## src/rtl/atomic_unit_pkg.sv

```systemverilog
// rtl/atomic_unit_pkg.sv - shared types for the atomic execute unit
// Contents: decoded instruction type (one-hot), atomic sub-op (one-hot),
// exception codes, atomic FSM states and a word-align helper.
package atomic_unit_pkg;

    typedef enum logic [56:0] {
        NOP         = 57'h1,
        ADD         = 57'h2,
        LOAD_WORD   = 57'h4,
        STORE_WORD  = 57'h8,
        LR_W        = 57'h10,
        SC_W        = 57'h20,
        AMO_W       = 57'h40
    } iType_e;

    typedef enum logic [9:0] {
        AMONOP      = 10'b00_0000_0001,
        AMOSWAP_W   = 10'b00_0000_0010,
        AMOADD_W    = 10'b00_0000_0100,
        AMOXOR_W    = 10'b00_0000_1000,
        AMOAND_W    = 10'b00_0001_0000,
        AMOOR_W     = 10'b00_0010_0000,
        AMOMIN_W    = 10'b00_0100_0000,
        AMOMAX_W    = 10'b00_1000_0000,
        AMOMINU_W   = 10'b01_0000_0000,
        AMOMAXU_W   = 10'b10_0000_0000
    } iTypeAtomic_e;

    typedef enum logic [3:0] {
        INSTRUCTION_ADDRESS_MISALIGNED = 4'd0,
        ILLEGAL_INSTRUCTION            = 4'd2,
        LOAD_ADDRESS_MISALIGNED        = 4'd4,
        STORE_AMO_ADDRESS_MISALIGNED   = 4'd6
    } exceptionCode_e;

    typedef enum logic [1:0] {
        A_IDLE = 2'd0,
        A_LOAD = 2'd1,
        A_DONE = 2'd2
    } atomic_states_e;

    function automatic logic [31:0] word_addr(input logic [31:0] a);
        return {a[31:2], 2'b00};
    endfunction

endpackage

```

## src/rtl/atomic_unit_if.sv

```systemverilog
// rtl/atomic_unit_if.sv - data memory port used by the atomic unit
// Signals: word address, read enable (data returned next cycle),
// byte write enables, write data, read data.
interface atomic_unit_if;
    logic [31:0] mem_address;
    logic        mem_read_enable;
    logic [3:0]  mem_write_enable;
    logic [31:0] mem_write_data;
    logic [31:0] mem_read_data;

    modport master (
        output mem_address, mem_read_enable, mem_write_enable, mem_write_data,
        input  mem_read_data
    );

    modport slave (
        input  mem_address, mem_read_enable, mem_write_enable, mem_write_data,
        output mem_read_data
    );
endinterface

```

## src/rtl/amo_alu.sv

```systemverilog
// rtl/amo_alu.sv - combinational AMO new-value computation
// Ports: old_i (memory value), rs2_i (operand), op_i (one-hot sub-op),
// new_o (value to write back). Unknown or non-one-hot sub-ops return old_i.
module amo_alu
    import atomic_unit_pkg::*;
(
    input  logic [31:0]  old_i,
    input  logic [31:0]  rs2_i,
    input  iTypeAtomic_e op_i,
    output logic [31:0]  new_o
);

    always_comb begin
        new_o = old_i;
        case (op_i)
            AMOSWAP_W: new_o = rs2_i;
            AMOADD_W:  new_o = old_i + rs2_i;
            AMOXOR_W:  new_o = old_i ^ rs2_i;
            AMOAND_W:  new_o = old_i & rs2_i;
            AMOOR_W:   new_o = old_i | rs2_i;
            // strict compares so ties keep the old value
            AMOMIN_W:  new_o = ($signed(rs2_i) < $signed(old_i)) ? rs2_i : old_i;
            AMOMAX_W:  new_o = ($signed(rs2_i) > $signed(old_i)) ? rs2_i : old_i;
            AMOMINU_W: new_o = (rs2_i < old_i) ? rs2_i : old_i;
            AMOMAXU_W: new_o = (rs2_i > old_i) ? rs2_i : old_i;
            default:   new_o = old_i;
        endcase
    end

endmodule

```

## src/rtl/atomic_unit.sv

```systemverilog
// rtl/atomic_unit.sv - LR_W / SC_W / AMO_W execute unit with one reservation
// Ports: clk, reset_n (async active-low); valid_i, instruction_operation_i,
// atomic_operation_i, address_i, rs2_data_i (decoded instruction); kill_i;
// store_snoop_i/store_snoop_addr_i (regular store watch); mem (memory port,
// master); hold_o, result_o, result_valid_o, misaligned_o.
// Optional: LRSC_TIMEOUT_EN enables reservation expiry after TIMEOUT_CYCLES.
module atomic_unit
    import atomic_unit_pkg::*;
#(
    parameter int TIMEOUT_CYCLES = 64
) (
    input  logic                clk,
    input  logic                reset_n,
    input  logic                valid_i,
    input  iType_e              instruction_operation_i,
    input  iTypeAtomic_e        atomic_operation_i,
    input  logic [31:0]         address_i,
    input  logic [31:0]         rs2_data_i,
    input  logic                kill_i,
    input  logic                store_snoop_i,
    input  logic [31:0]         store_snoop_addr_i,
    atomic_unit_if.master       mem,
    output logic                hold_o,
    output logic [31:0]         result_o,
    output logic                result_valid_o,
    output logic                misaligned_o
);

    atomic_states_e state_q, state_d;
    logic           resv_valid_q, resv_valid_d;
    logic [29:0]    resv_addr_q, resv_addr_d;
    logic [29:0]    addr_q, addr_d;
    logic [31:0]    rs2_q, rs2_d;
    iTypeAtomic_e   amo_op_q, amo_op_d;
    logic           is_amo_q, is_amo_d;
    logic           sc_fail_q, sc_fail_d;
    logic [31:0]    amo_new;
    logic           accept, start, sc_hit, unused_snoop_lsb;

`ifdef LRSC_TIMEOUT_EN
    logic [31:0]    tmo_cnt_q, tmo_cnt_d;
`else
    logic           unused_timeout;
    assign unused_timeout = ^TIMEOUT_CYCLES;
`endif

    assign unused_snoop_lsb = ^store_snoop_addr_i[1:0];

    amo_alu u_amo_alu (
        .old_i (mem.mem_read_data),
        .rs2_i (rs2_q),
        .op_i  (amo_op_q),
        .new_o (amo_new)
    );

    always_comb begin
        state_d      = state_q;
        resv_valid_d = resv_valid_q;
        resv_addr_d  = resv_addr_q;
        addr_d       = addr_q;
        rs2_d        = rs2_q;
        amo_op_d     = amo_op_q;
        is_amo_d     = is_amo_q;
        sc_fail_d    = sc_fail_q;
`ifdef LRSC_TIMEOUT_EN
        tmo_cnt_d    = tmo_cnt_q;
`endif
        mem.mem_address      = 32'h0;
        mem.mem_read_enable  = 1'b0;
        mem.mem_write_enable = 4'h0;
        mem.mem_write_data   = 32'h0;
        hold_o               = 1'b0;
        result_o             = 32'h0;
        result_valid_o       = 1'b0;

        accept = (state_q == A_IDLE) && valid_i && !kill_i &&
                 (instruction_operation_i inside {LR_W, SC_W, AMO_W});
        misaligned_o = accept && (address_i[1:0] != 2'b00);
        start  = accept && !misaligned_o;
        sc_hit = resv_valid_q && (resv_addr_q == address_i[31:2]);

        if (store_snoop_i && (store_snoop_addr_i[31:2] == resv_addr_q))
            resv_valid_d = 1'b0;

`ifdef LRSC_TIMEOUT_EN
        if (resv_valid_q) begin
            if (tmo_cnt_q == 32'd0) resv_valid_d = 1'b0;
            else                    tmo_cnt_d = tmo_cnt_q - 32'd1;
        end
`endif

        unique case (state_q)
            A_IDLE: begin
                if (start) begin
                    mem.mem_address = word_addr(address_i);
                    hold_o          = 1'b1;
                    addr_d          = address_i[31:2];
                    if (instruction_operation_i == SC_W) begin
                        if (sc_hit) begin
                            mem.mem_write_enable = 4'hF;
                            mem.mem_write_data   = rs2_data_i;
                        end
                        sc_fail_d    = !sc_hit;
                        resv_valid_d = 1'b0;
                        state_d      = A_DONE;
                    end else begin
                        mem.mem_read_enable = 1'b1;
                        rs2_d    = rs2_data_i;
                        amo_op_d = atomic_operation_i;
                        is_amo_d = (instruction_operation_i == AMO_W);
                        if (is_amo_d && (resv_addr_q == address_i[31:2]))
                            resv_valid_d = 1'b0;
                        state_d  = A_LOAD;
                    end
                end
            end
            A_LOAD: begin
                state_d = A_IDLE;
                if (!kill_i) begin
                    result_o       = mem.mem_read_data;
                    result_valid_o = 1'b1;
                    if (is_amo_q) begin
                        mem.mem_address      = {addr_q, 2'b00};
                        mem.mem_write_enable = 4'hF;
                        mem.mem_write_data   = amo_new;
                    end else begin
                        // LR set overrides a same-cycle snoop clear
                        resv_valid_d = 1'b1;
                        resv_addr_d  = addr_q;
`ifdef LRSC_TIMEOUT_EN
                        tmo_cnt_d    = 32'(TIMEOUT_CYCLES - 1);
`endif
                    end
                end
            end
            A_DONE: begin
                state_d = A_IDLE;
                if (!kill_i) begin
                    result_o       = {31'b0, sc_fail_q};
                    result_valid_o = 1'b1;
                end
            end
            default: state_d = A_IDLE;
        endcase

        if (kill_i) begin
            state_d      = A_IDLE;
            resv_valid_d = 1'b0;
        end
    end

    always_ff @(posedge clk or negedge reset_n) begin
        if (!reset_n) begin
            state_q      <= A_IDLE;
            resv_valid_q <= 1'b0;
            resv_addr_q  <= 30'h0;
            addr_q       <= 30'h0;
            rs2_q        <= 32'h0;
            amo_op_q     <= AMONOP;
            is_amo_q     <= 1'b0;
            sc_fail_q    <= 1'b0;
`ifdef LRSC_TIMEOUT_EN
            tmo_cnt_q    <= 32'h0;
`endif
        end else begin
            state_q      <= state_d;
            resv_valid_q <= resv_valid_d;
            resv_addr_q  <= resv_addr_d;
            addr_q       <= addr_d;
            rs2_q        <= rs2_d;
            amo_op_q     <= amo_op_d;
            is_amo_q     <= is_amo_d;
            sc_fail_q    <= sc_fail_d;
`ifdef LRSC_TIMEOUT_EN
            tmo_cnt_q    <= tmo_cnt_d;
`endif
        end
    end

endmodule

```

## src/flat_wrapper.sv

```systemverilog
// flat-port wrapper written by rule: the top's interface ports become plain ports
module atomic_unit_flat import atomic_unit_pkg::*;
#(
    parameter int TIMEOUT_CYCLES = 64
)
  (clk, reset_n, valid_i, instruction_operation_i, atomic_operation_i, address_i, rs2_data_i, kill_i, store_snoop_i, store_snoop_addr_i, hold_o, result_o, result_valid_o, misaligned_o, mem_mem_address, mem_mem_read_enable, mem_mem_write_enable, mem_mem_write_data, mem_mem_read_data);
  atomic_unit_if mem_i ();
  input  logic clk;
  input  logic reset_n;
  input  logic valid_i;
  input  iType_e instruction_operation_i;
  input  iTypeAtomic_e atomic_operation_i;
  input  logic [31:0] address_i;
  input  logic [31:0] rs2_data_i;
  input  logic kill_i;
  input  logic store_snoop_i;
  input  logic [31:0] store_snoop_addr_i;
  output logic hold_o;
  output logic [31:0] result_o;
  output logic result_valid_o;
  output logic misaligned_o;
  output wire logic [$bits(mem_i.mem_address)-1:0] mem_mem_address;
  output wire logic [$bits(mem_i.mem_read_enable)-1:0] mem_mem_read_enable;
  output wire logic [$bits(mem_i.mem_write_enable)-1:0] mem_mem_write_enable;
  output wire logic [$bits(mem_i.mem_write_data)-1:0] mem_mem_write_data;
  input wire logic [$bits(mem_i.mem_read_data)-1:0] mem_mem_read_data;
  assign mem_mem_address = mem_i.mem_address;
  assign mem_mem_read_enable = mem_i.mem_read_enable;
  assign mem_mem_write_enable = mem_i.mem_write_enable;
  assign mem_mem_write_data = mem_i.mem_write_data;
  assign mem_i.mem_read_data = mem_mem_read_data;
  atomic_unit #(.TIMEOUT_CYCLES(TIMEOUT_CYCLES)) u_core (.clk(clk), .reset_n(reset_n), .valid_i(valid_i), .instruction_operation_i(instruction_operation_i), .atomic_operation_i(atomic_operation_i), .address_i(address_i), .rs2_data_i(rs2_data_i), .kill_i(kill_i), .store_snoop_i(store_snoop_i), .store_snoop_addr_i(store_snoop_addr_i), .mem(mem_i), .hold_o(hold_o), .result_o(result_o), .result_valid_o(result_valid_o), .misaligned_o(misaligned_o));
endmodule
```

## config.mk

```make
export PLATFORM = sky130hd
export DESIGN_NAME = atomic_unit_flat
export DESIGN_NICKNAME = d
export VERILOG_FILES = /design/src/rtl/atomic_unit_pkg.sv /design/src/rtl/atomic_unit_if.sv /design/src/rtl/amo_alu.sv /design/src/rtl/atomic_unit.sv /design/src/flat_wrapper.sv
export SDC_FILE = /design/constraint.sdc
export NUM_CORES = 1
export LEC_CHECK = 0
export CAP_MARGIN = 20
export CORE_ASPECT_RATIO = 1.75
export CORE_MARGIN = 4
export CORE_UTILIZATION = 37
export DETAILED_ROUTE_END_ITERATION = 8
export GPL_ROUTABILITY_DRIVEN = 0
export PLACE_DENSITY = 0.64
export REMOVE_ABC_BUFFERS = 1
export SYNTH_ARGS = -nofsm -noshare
export SYNTH_HDL_FRONTEND = slang
export SYNTH_SLANG_ARGS = --single-unit
```

## constraint.sdc

```tcl
create_clock -name clk -period 5.6 [get_ports clk]
set_clock_uncertainty 0.05 [all_clocks]
set_input_delay 1.4 -clock clk [delete_from_list [all_inputs] [get_ports clk]]
set_output_delay 1.4 -clock clk [all_outputs]
set_load 0.02 [all_outputs]
```

==> results.toml <==
[logic_synthesis]
synth.cell_area_mm2 = 0.0109
synth_cell_type_count = 80
synth_area_leader_cell = "sky130_fd_sc_hd__dfrtp_1"
postSynthCellCount = 1302
ys_warn_count = 0
asyncSetResetFlopFracSynth = 1.00
synth_xor_area_frac = 0.0644
synth_compound_area_frac = 0.247
synth_seq_area_share = 0.246
synth_top_family_by_area = "compound AO/OA/AOI/OAI gates"
synth_enable_flop_cells = 0
synth.mux.area_fraction = 0.0819
synth_fa_ha_area_frac = 0.116
synth_top_area_cells = "sky130_fd_sc_hd__dfrtp_1 (24%), sky130_fd_sc_hd__ha_1 (11%), sky130_fd_sc_hd__mux2_2 (7.2%), sky130_fd_sc_hd__xnor2_1 (4.3%), sky130_fd_sc_hd__nand2_1 (4.0%)"
postSynthRegisterBits = 107
synthFlopType = "sky130_fd_sc_hd__dfrtp_1"
synth.top_cell.area_share = 0.244
syn_area_per_cell_um2 = 8.35
synth_simple_gate_area_frac = 0.179

[drt]
initialDrtViolationCount = 739
via_per_inst = 5.74
final_antenna_net_count = 0
drtPass1Iterations = 5
routed_wirelength_um = 49500
dr_total_vias = 13100
drt-wirelength-per-cell_um = 21.8
drcViolationCount = 0

[sta]
final.period_utilization = 1.08
tightest_slew_ps = 1020
postLayoutSetupSlackWorst_ps = -435
whs_ps = 468
layout_min_cycle_time_ps = 6040
fmax_ghz = 0.166
grt_setup_unrepaired = "true"
report.final.hold_viol_count = 0
drv_slew = 0
report.final.setup_viol = 32
timing.slew.headroom = 0.319

[run_status]
failed_checks = "negative setup slack"
outcome = "complete, but fails checks"

[setup_path]
critPathCaptureType = "output pin"
cpMaxStageDelayCell = "sky130_fd_sc_hd__nor4_4"
worstReg2RegStart = "u_core.state_q[0]"
critical_path_cell_sequence = "buf_8 -> inv_4 -> ha_4 -> inv_4 -> a221oi_4 -> o21bai_2 -> buf_4 -> nor4_4 -> nand2_4 -> o21a_4 -> buf_6 -> buf_6 -> a21o_4 -> buf_6 -> o41ai_4 -> a21boi_2 -> o21ai_2 -> buf_6"
critical_path.startpoint_type = "primary input"
crit_path_max_incr_delay_ps = 410
worstSetupStartpoint = "mem_mem_read_data[30]"
arrival_ps = 4590
worstPathMaxFanout = 4
worst-endpoint-required_ps = 4150
timing.setup.critical_path_class = "in2out"
crit_path_frequent_cell = "sky130_fd_sc_hd__buf_6"

[clock_tree]
clock_pin_transition_on_the_worst_setup_and_hold_timing_paths_ps = 80
tritoncts_num_sinks = 107
clock_latency_ps = 380
clock-root-buffer = "sky130_fd_sc_hd__clkbuf_16"
clockBufferDepth = 2
cts_tree = "yes"
cts_made_buffers = 9
cts.htree.levels = 3

[global_route]
vias_in_the_first_global_route = 13800
grt_overflow_total = 0
grt_first_pass_wirelength_um = 74700
largest_net_degree_at_the_start_of_global_routing = 66
grt_antenna_before_repair = 4
global_route.usage.total = 0.296

[hold_path]
min_from = "u_core.state_q[1]"
min-delay-path-class = "reg2reg"

[floorplanning]
die_h_um = 235
coreArea_mm2 = 0.0288
horiz_die_dim_um = 138
start_util = 0.377
placementRows = 82
ios = 304
die_area_mm2 = 0.0323

[pwr]
p_leak_nw = 8.35
switching_portion_of_total_power = 0.299
power_frac_clock = 0.339
total_switching_power_mw = 0.627
comb_power_share = 0.293
cellPowerDensity_mw_per_mm2 = 114
ir_drop_mv = 0.166
power_report.internal_total_mw = 1.47
share_seq_of_total_power = 0.368
total_power_mw = 2.10

[layout]
final_core_utilization = 0.636
final_cell_mix = "sky130_fd_sc_hd__buf_4 (310), sky130_fd_sc_hd__clkdlybuf4s50_1 (198), sky130_fd_sc_hd__nand2_1 (111)"
layout_commonest_cell = "sky130_fd_sc_hd__buf_4"
post_route_cells_drive_above_1_share = 0.396
final_area_mm2 = 0.0183
fin_cells = 2273
finalNetCount = 2186
area_growth_syn_to_layout_pct = 68.6

[flow_run]
drv.max_cap_violation_count = 0

[placed_design]
dp_cells = 2190
placed_cell_area_mm2 = 0.0163
post-dp-hpwl_um = 35200
placement.io_buffers = 299
[Yosys cell counts (all sizes together) (5+ instances only)]
library cell / n
xnor2: 53
clkbuf: 51
nand4: 18
mux2i: 9
nor2: 63
o2111ai: 10
a21oi: 81
nor4: 34
inv: 82
a22o: 31
nor2b: 21
nand2b: 7
buf: 37
or3: 6
xor2: 27
a21o: 24
and3: 45
a221oi: 26
or4: 5
a21boi: 5
a22oi: 12
dfrtp: 106
o211ai: 15
o221ai: 15
a31oi: 7
o21bai: 8
mux2: 70
o21ai: 90
o22ai: 5
ha: 99
nand3: 37
a221o: 19
nand2: 117
nor3: 10
and2: 9
[per-stage QoR]
| stage | setup slack (ps) | setup TNS, ps |
|---|---|---|
| global route | -484 | -11450 |
| floorplan | -2740 | -110380 |
| CTS | -373 | -6480 |
| detailed placement | -1440 | -51550 |
| finish | -435 | -9440 |
| global placement | -1450 | -51620 |
[critical path: cells and delay by family]
| kind | cells | cell delay [ps] |
|---|---|---|
| AND/OR/NAND/NOR | 2 | 550 |
| buffers and inverters | 8 | 830 |
| adder cells (fa/ha/maj) | 1 | 290 |
| AO/OA/AOI/OAI | 7 | 1510 |
[sequential cells by signal, summed over array words and instances (netlist names)]
name and cells:
u_core.sc_fail_q 1, u_core.amo_op_q 10, u_core.addr_q 30, u_core.resv_addr_q 30, u_core.rs2_q 32, u_core.is_amo_q 1
u_core.state_q 2, u_core.resv_valid_q 1
[path summary, 6_finish.rpt]
path | cells after the start | slack (ps) | to
worst min-delay path | 1 | 470 | u_core.state_q[1]
worst max register to register | 14 | 2690 | u_core.rs2_q[14]
min in group asynchronous | 1 | 950 | u_core.rs2_q[23]
worst max-delay path | 18 | -440 | mem_mem_write_data[11]
worst min register to register | 1 | 470 | u_core.state_q[1]
max in group asynchronous | 2 | 3580 | u_core.addr_q[27]
[repair_timing]
item	CTS	global route
setup endpoints to repair	68	65
setup buffers	58	14
cloned	3	2
pin swaps	111	50
hold buffers	0	0
resized for setup	632	90
[power by group through the flow]
stage                     logic [mW]  registers [mW]  clock network (mW)
after floorplan                0.163           0.788                   0
after global placement         0.501           0.787                   0
after detailed placement       0.507           0.787                   0
after CTS                      0.590           0.772               0.726
after global routing           0.650           0.772               0.747
final                          0.614           0.772               0.711
[cells by family after synthesis]
logic type                 count (synthesis)
AOI/OAI and AO/OA                        387
and+or+nand+nor                          378
buffers and inverters                    170
DFF                                      107
adders and majority gates                100
xor gates and xnor gates                  80
muxes                                     79
other                                      1
[layout make-up]
cell class / instances / area (um^2)
diodes: 4 / 10.0
clock buffers: 10 / 229
fillers: 2434 / 10500
repair buffers: 660 / 5880
flip-flops and latches: 107 / 2680
clock inverters: 6 / 72.6
well taps: 378 / 473
multi-input cells: 1026 / 8680
inverters: 82 / 325
[per-layer routing]
metal	global-route usage	routed length, um
met4	0.186	3430
met5	0	0
met1	0.300	16800
met2	0.539	26100
met3	0.0561	3220
No activity file was read; power rests on OpenSTA's default activity.
